### src/rtl/regfile_pkg.sv
// Shared types and defaults for the multi-port register file.
// Preset contents are defined by init_val().
package regfile_pkg;
   typedef enum logic {INIT, RUN} rf_state_t;

   localparam int DEF_DATA_W = 32;
   localparam int DEF_ADDR_W = 5;
   localparam logic [31:0] DEF_INIT_STRIDE = 32'h1000_0011;

   // Preset value of entry idx; the caller keeps the low DATA_W bits (mod 2**DATA_W).
   function automatic logic [63:0] init_val(input logic [63:0] idx, input logic [63:0] stride);
      return idx * stride;
   endfunction
endpackage

### src/rtl/regfile_scoreboard.sv
// Per-register pending bits with NUM_RD lookup ports.
// A set and a clear of the same register on one edge leaves the bit set.
module regfile_scoreboard
   import regfile_pkg::*;
#(
   parameter int ADDR_W = DEF_ADDR_W,
   parameter int NUM_RD = 2
) (
   input  logic                     clk,
   input  logic                     clrn,
   input  logic                     set_en,
   input  logic [ADDR_W-1:0]        set_addr,
   input  logic                     clr_en,
   input  logic [ADDR_W-1:0]        clr_addr,
   input  logic [NUM_RD*ADDR_W-1:0] look_addr,
   output logic [NUM_RD-1:0]        look_pend
);
   localparam int DEPTH = 2**ADDR_W;

   logic [DEPTH-1:0] pend, set_vec, clr_vec;

   always_comb begin
      set_vec = '0;
      clr_vec = '0;
      if (set_en) set_vec[set_addr] = 1'b1;
      if (clr_en) clr_vec[clr_addr] = 1'b1;
   end

   // Bit 0 is masked so register 0 never reads as pending.
   always_ff @(posedge clk or negedge clrn) begin
      if (!clrn) pend <= '0;
      else       pend <= ((pend & ~clr_vec) | set_vec) & ~DEPTH'(1);
   end

   for (genvar k = 0; k < NUM_RD; k++) begin : g_look
      assign look_pend[k] = pend[look_addr[k*ADDR_W +: ADDR_W]];
   end
endmodule

### src/rtl/regfile_multiport.sv
// Register file: NUM_RD async read ports, one sync write port, preset sequencer, pending scoreboard.
// Optional write-through forwarding to the read ports under REGFILE_BYPASS_EN.
module regfile_multiport
   import regfile_pkg::*;
#(
   parameter int                DATA_W      = DEF_DATA_W,
   parameter int                ADDR_W      = DEF_ADDR_W,
   parameter int                NUM_RD      = 2,
   parameter logic [DATA_W-1:0] INIT_STRIDE = DATA_W'(DEF_INIT_STRIDE)
) (
   input  logic                     clk,
   input  logic                     clrn,
   input  logic [NUM_RD*ADDR_W-1:0] rd_addr,
   output logic [NUM_RD*DATA_W-1:0] rd_data,
   output logic [NUM_RD-1:0]        rd_pend,
   input  logic                     wr_en,
   input  logic [ADDR_W-1:0]        wr_addr,
   input  logic [DATA_W-1:0]        wr_data,
   input  logic                     rsv_en,
   input  logic [ADDR_W-1:0]        rsv_addr,
   output logic                     init_busy
);
   localparam int DEPTH = 2**ADDR_W;

   rf_state_t         state;
   logic [ADDR_W-1:0] cnt;
   logic              run;
   logic [NUM_RD-1:0] sb_pend;
   logic [DATA_W-1:0] mem [DEPTH];

   assign run = (state == RUN);

   always_ff @(posedge clk or negedge clrn) begin
      if (!clrn) begin
         state     <= INIT;
         cnt       <= '0;
         init_busy <= 1'b1;
      end else if (state == INIT) begin
         cnt <= cnt + 1'b1;
         if (cnt == '1) begin
            state     <= RUN;
            init_busy <= 1'b0;
         end
      end
   end

   // Array has no reset; the sequencer rewrites every entry after each clrn release.
   always_ff @(posedge clk) begin
      if (!run)                          mem[cnt]     <= DATA_W'(init_val(64'(cnt), 64'(INIT_STRIDE)));
      else if (wr_en && wr_addr != '0)   mem[wr_addr] <= wr_data;
   end

   regfile_scoreboard #(.ADDR_W(ADDR_W), .NUM_RD(NUM_RD)) u_sb (
      .clk       (clk),
      .clrn      (clrn),
      .set_en    (run && rsv_en && rsv_addr != '0),
      .set_addr  (rsv_addr),
      .clr_en    (run && wr_en),
      .clr_addr  (wr_addr),
      .look_addr (rd_addr),
      .look_pend (sb_pend)
   );

   for (genvar k = 0; k < NUM_RD; k++) begin : g_rd
      logic [ADDR_W-1:0] a;
      logic              hit;
      assign a = rd_addr[k*ADDR_W +: ADDR_W];
`ifdef REGFILE_BYPASS_EN
      assign hit = run && wr_en && (wr_addr != '0) && (wr_addr == a);
`else
      assign hit = 1'b0;
`endif
      assign rd_data[k*DATA_W +: DATA_W] = (!run || a == '0) ? '0 : (hit ? wr_data : mem[a]);
      assign rd_pend[k] = run && !hit && sb_pend[k];
   end
endmodule

### config.mk
export PLATFORM = sky130hd
export DESIGN_NAME = regfile_multiport
export DESIGN_NICKNAME = d
export VERILOG_FILES = /design/src/rtl/regfile_pkg.sv /design/src/rtl/regfile_scoreboard.sv /design/src/rtl/regfile_multiport.sv
export SDC_FILE = /design/constraint.sdc
export NUM_CORES = 1
export LEC_CHECK = 0
export BUFFER_PORTS_ARGS = -buffer_cell sky130_fd_sc_hd__buf_2
export CAP_MARGIN = 5
export CORE_MARGIN = 5
export CORE_UTILIZATION = 40
export CTS_BUF_LIST = sky130_fd_sc_hd__clkbuf_8
export CTS_CLUSTER_SIZE = 16
export DETAILED_ROUTE_END_ITERATION = 10
export GPL_TIMING_DRIVEN = 0
export PLACE_DENSITY_LB_ADDON = 0.3
export SYNTH_ARGS = -nofsm -noshare
export SYNTH_HDL_FRONTEND = slang
export SYNTH_SLANG_ARGS = --single-unit
### constraint.sdc
create_clock -name clk -period 6.5 [get_ports clk]
set_input_delay 0.325 -clock clk [delete_from_list [all_inputs] [get_ports clk]]
set_output_delay 0.325 -clock clk [all_outputs]
set_load 0.01 [all_outputs]
Yosys cells after proc, flatten, opt, wreduce, memory -nomap -nowiden

Memories as Yosys holds them, arrays and structs flattened.
Index checks and enable logic that the tools add are counted.

Register bits after elaboration: 38
Bits in latches: 0
RAM bits: 1,024
ROM bits: 0
Bits of input ports: 56
Output and inout port bits: 67
Logic and storage cells: 56
Memories: 1

Memories:

| memory | words | width | read ports | clocked after Yosys merged registers in | write ports | line                    | RTL |
|---|---|---|---|---|---|---|---|
| mem    | 32    | 32    | 2          | 0                                       | 1           | regfile_multiport.sv:29 | `logic [DATA_W-1:0] mem [DEPTH];` |

$add $sub $neg: 1
Multipliers: 1
Div/mod/pow operators: 0
Magnitude comparators: 6
Eq/ne operators: 1
Shifts and indexed selects: 0
Multiplexer cells: 21
Bitwise gates (word level): 4
Reduce and logical (&&, ||, !) cells: 17

Operators with widths:

| cell                    | count |
|---|---|
| $mux W32                | 5 |
| $and A32 B32 Y32        | 1 |
| $mul A5 B29 Y32 const B | 1 |
| $not A32 Y32            | 1 |
| $or A32 B32 Y32         | 1 |
| $reduce_or A32 Y1       | 1 |
| $lt A5 B6 Y1 const B    | 4 |
| $mux W1                 | 11 |
| $bmux W1 S5             | 2 |
| $demux W1 S5            | 2 |
| $ge A5 B1 Y1 const B    | 2 |
| $logic_not A5 Y1        | 2 |
| $reduce_bool A5 Y1      | 2 |
| $logic_and A1 B1 Y1     | 8 |
| $add A5 B1 Y5 const B   | 1 |
| $eq A5 B5 Y1 const B    | 1 |
| $mux W5                 | 1 |
| $logic_or A1 B1 Y1      | 2 |
| $reduce_and A2 Y1       | 1 |
| $logic_not A1 Y1        | 1 |
| $not A1 Y1              | 1 |

Depth between registers and ports, before layout

Depth in word-level cells: 8
Depth in mapped cells: 9
Mapped depth without buffers: 5

By module

Synthesis repeated with hierarchy kept, for this count alone.

Cells, all modules: 2,848
Area, all modules: 50,270.7 um^2

Modules (own cells, without submodules):

| module             | times used | cells each | area an instance (um^2) | seq. area each (um^2) |
|---|---|---|---|---|
| regfile_multiport  | 1          | 2,655      | 48,428.9                | 30,925.9 |
| regfile_scoreboard | 1          | 193        | 1,841.8                 | 775.7 |

Least setup slack after synthesis

OpenSTA, ideal clock, no wires.

Path kind: in2reg
From: in wr_addr[0]
To: mem mem[14][0] (netlist bit) (enable)
Setup time: 0.421 ns
Arrival: 2.863 ns
Data required time: 6.079 ns
Setup slack: 3.215 ns
Cell stages on the path: 6
Path buffers: 2
Path through: clkbuf_1 -> nor3_1 -> a21o_1 -> clkbuf_1 -> a32oi_1 -> nor2_1

Longest elaborated chain between the ends: 7
Elaborated cells between the ends (all ways): 8
Those cells by class: 5 x mux; 3 x reduce/logical

RTL lines:

| item                                                | line                    | RTL |
|---|---|---|
| from (decl)                                         | regfile_multiport.sv:17 | `input logic [ADDR_W-1:0] wr_addr,` |
| $reduce_bool A5 Y1                                  | regfile_multiport.sv:50 | `else if (wr_en && wr_addr != '0) mem[wr_addr] <= wr_data;` |
| $logic_and A1 B1 Y1                                 | regfile_multiport.sv:50 |  |
| $mux W1                                             | regfile_multiport.sv:50 |  |
| $mux W1                                             | regfile_multiport.sv:49 | `if (!run) mem[cnt] <= DATA_W'(init_val(64'(cnt), 64'(INIT_STRIDE)));` |
| $mux W1 (not written as such)                       | regfile_multiport.sv:50 |  |
| $reduce_or A32 Y1 (no source line)                  | --                      |  |
| $mux W5 (no source line) or $mux W1 (tied branches) | --                      |  |
| to (decl)                                           | regfile_multiport.sv:29 |  |

Several ways; a longest one is shown, not always the timed one.

Worst setup path after layout

From: reg state, in the netlist run
To: out rd_data[39]

Longest elaborated chain between the ends: 3

RTL lines:

| item                   | line                    | RTL |
|---|---|---|
| from (decl)            | regfile_multiport.sv:25 | `rf_state_t state;` |
| from (signal assigned) | regfile_multiport.sv:35 | `state <= INIT;` |
| from (signal assigned) | regfile_multiport.sv:41 | `state <= RUN;` |
| $logic_not A1 Y1       | regfile_multiport.sv:73 | `assign rd_data[k*DATA_W +: DATA_W] = (!run \|\| a == '0) ? '0 : (hit ? wr_data : mem[a]);` |
| $logic_or A1 B1 Y1     | regfile_multiport.sv:73 |  |
| $mux W32               | regfile_multiport.sv:73 |  |
| to (decl)              | regfile_multiport.sv:14 | `output logic [NUM_RD*DATA_W-1:0] rd_data,` |

Every way passes these cells.

==> flow_summary.ini <==
[placement]
place_inst = 4443
hpwl_microns = 124800
port_buffers = 112
place.gp.congestion = 0.9307

[drt]
num_vias = 31350
met3_length_microns = 23370
wl_met2_microns = 79200
vias_per_cell = 6.575
dr.pass1.iters = 5
drc = 0
drt_iter0_markers = 5020
wl_met1_microns = 65790
postRouteAntennaNets = 0
highest_layer = met5
routedWlPerCell_microns = 37.23
routed_wl_microns = 177500

[setup_path]
reg2regPathDepth = 6
crit_path_max_fanout = 10
crit_family = buffers and inverters
reg2reg_slack_ps = 2250
cp-start-kind = flip-flop
crit_path_cell_trace = clkbuf_1 > nand2_1 > nor2_1 > clkbuf_1 > a22oi_1 > o211ai_1 > o21a_1 > buf_2
crit_slowest_cell = clkbuf_1
slowest_delay_ps = 790
crit_type = reg -> out
cpMostUsedCell = clkbuf_1
cp-end-kind = output pin
cp.arrival_ps = 4310
r2r-end = mem[8][19]
worstPathRequired_ps = 6170
r2r_start = run
cp_num_buf_inv = 3

[floorplanning]
ios = 123
coreArea_sq_mm = 0.1252
rows = 130
die_x_microns = 364.4
start_util_pct = 40.11
die_h_microns = 364.4
dieArea_sq_mm = 0.1328

[cells_and_area]
drive_gt1_share_pct = 33.26
stdcell_count = 4768
layout.nets = 3049
syn2layout_area_growth_pct = 13.81
final_cell_mix = edfxtp_1 (1,024), mux4_2 (504), mux2i_1 (239)
final_util_pct = 45.65
final_common_cell = edfxtp_1
filler_cell_count = 10653

[timing]
worstMarginPinSlew_ps = 1479
slew_viol_final = 0
period_minus_slack_ps = 4637
relSlewSlack_pct = 1.409
finalClockSkew_ps = 28.89
fmax_mhz = 215.7
finalSetupViolCount = 0
hold_viol = 0
fin_setup_tns_ps = 0
rsz0062_at_grt = no
finalCritPeriodShare_pct = 71.34

[clock_network]
cts_root_buf = clkbuf_8
worstSkewPairLatency_ps = 900
clockBufferDepth = 3
cts_tree = yes
cts_resized = 0
numClockSinks = 1062
cts_hold_buffers = 16
path_clk_slew_ps = 60
cts_htree_levels = 4
cts_buffers = 171
cts_setup_buffers = 0

[synthesis]
ys.flop_type = edfxtp_1
yosysSeqAreaShare_pct = 63.10
synth-edff-count = 1024
synth-seq-cells = 1062
yosysWarnings = 0
synth_cell_type_count = 49
avgSynthCellArea_sq_um = 19.04
synth_fp_nets = 2700
syn_area_sq_mm = 0.05024
synthArstFlopShare_pct = 3.578
syn_inst = 2639

[pwr]
peakVddDrop_uv = 215.2
leakagePower_uw = 0.01975
power_density_mw_per_mm2 = 252.8

[global_route]
grt_pass1_wl_microns = 243600
antenna_found_initial = 8
track_usage_pct = 26.48
grt_pass1_vias = 31608
grt_max_degree = 39
grt-ovfl-total = 0

[run_status]
status = complete, no violations

[worst_hold_path]
min_path_type = in -> async

[job]
maxCapViolCount = 0
==> layout make-up <==
class | instances | area, sq um | area share (%)
clock buffer | 174 | 2395 | 4.188
clock inverter | 123 | 595.6 | 1.042
multi-input combinational | 1368 | 17650 | 30.86
inverter | 2 | 7.507 | 0.01313
timing repair buffer | 176 | 1607 | 2.810
tap | 1650 | 2064 | 3.611
buffer | 207 | 1144 | 2.000
antenna | 6 | 15.01 | 0.02626
sequential | 1062 | 31700 | 55.45
==> metal layers <==
metal	vias up	track usage, %
li1	11971	-
met1	16505	35.59
met2	2444	39.87
met3	428	8.407
met4	2	11.66
met5	-	0
==> metrics by stage <==
step	area, sq um	worst slack, ps	hold WS, ps	power, uW
global route	57160	1803	117.3	14860
global placement	52860	0.3602	463.4	9176
floorplan	50240	3215	29.41	8576
detailed placement	53910	2137	475.4	9219
finish	57180	1863	85.97	14460
CTS	57060	2053	29.79	14440
==> worst max path at each step <==
stage	start	endpoint	slack (ps)	cells past startpoint
2_1_floorplan	wr_addr[0]	mem[14][0]	3220	6
3_3_place_gp	run	mem[11][14]	0.4	6
3_5_place_dp	rd_addr[6]	rd_data[38]	2140	7
4_1_cts	run	rd_data[39]	2050	8
5_1_grt	run	rd_data[39]	1800	8
6_report	run	rd_data[39]	1860	8
==> report_power, final <==
| group | leakage (uW) | switching, uW | total, uW | internal (uW) |
|---|---|---|---|---|
| clock | 0.00169 | 2740 | 5330 | 2590 |
| sequential | 0.0106 | 34.7 | 7600 | 7570 |
| combinational | 0.00748 | 976 | 1520 | 542 |
| total | 0.0197 | 3750 | 14500 | 10700 |
==> Yosys cell counts (3+ instances only) <==
cell      count  area share (%)
xnor2_1       4           0.070
a22oi_1      78             1.2
o211ai_1     41            0.61
a221oi_1     10            0.17
buf_4        29            0.43
mux4_2      504              23
buf_1        12           0.090
buf_2        67            0.67
or3_1         4           0.050
nand3_1      34            0.34
o21a_1       32            0.48
mux2i_1     239             4.8
nand2b_1      9            0.11
edfxtp_1   1024              61
or4_1        21            0.31
clkbuf_1     76            0.57
and3_1        4           0.050
nor3_1        7           0.070
nand2_1      78            0.58
ha_1          5            0.12
nor3b_1       3           0.045
o21ai_0      73            0.73
dfrtp_1      37             1.8
mux2_2        6            0.13
buf_6        23            0.52
a21o_1        3           0.045
o22a_1       12            0.21
nor2_1      107            0.80
nor2b_1       7           0.087
nand3b_1      7            0.10
a21oi_1      27            0.27
and2_1       20            0.25
o31ai_1       4           0.060
o21ai_1      11            0.11
==> kinds of logic after synthesis <==
family | count (synthesis) | synth area share [%]
flip-flops | 1062 | 63.10
adder cells (fa/ha/maj) | 5 | 0.1245
AO/OA/AOI/OAI | 299 | 3.975
XOR/XNOR | 5 | 0.08717
buffers and inverters | 209 | 2.289
multiplexers | 749 | 27.49
AND/OR/NAND/NOR | 310 | 2.929
==> worst reg2reg max path, stage by stage, from the launching register on <==
cell,delay (ps)
dfrtp_1,400
clkbuf_1,510
nand2_1,280
a21oi_1,380
clkbuf_1,830
clkbuf_1,410
and2_1,1030
==> state kept, by name, summed over array words and instances, names as in the netlist <==
| signal | flops |
|---|---|
| cnt | 5 |
| init_busy | 1 |
| u_sb.pend | 31 |
| run | 1 |
| mem | 1024 |
No activity file was read; power rests on OpenSTA's default activity.
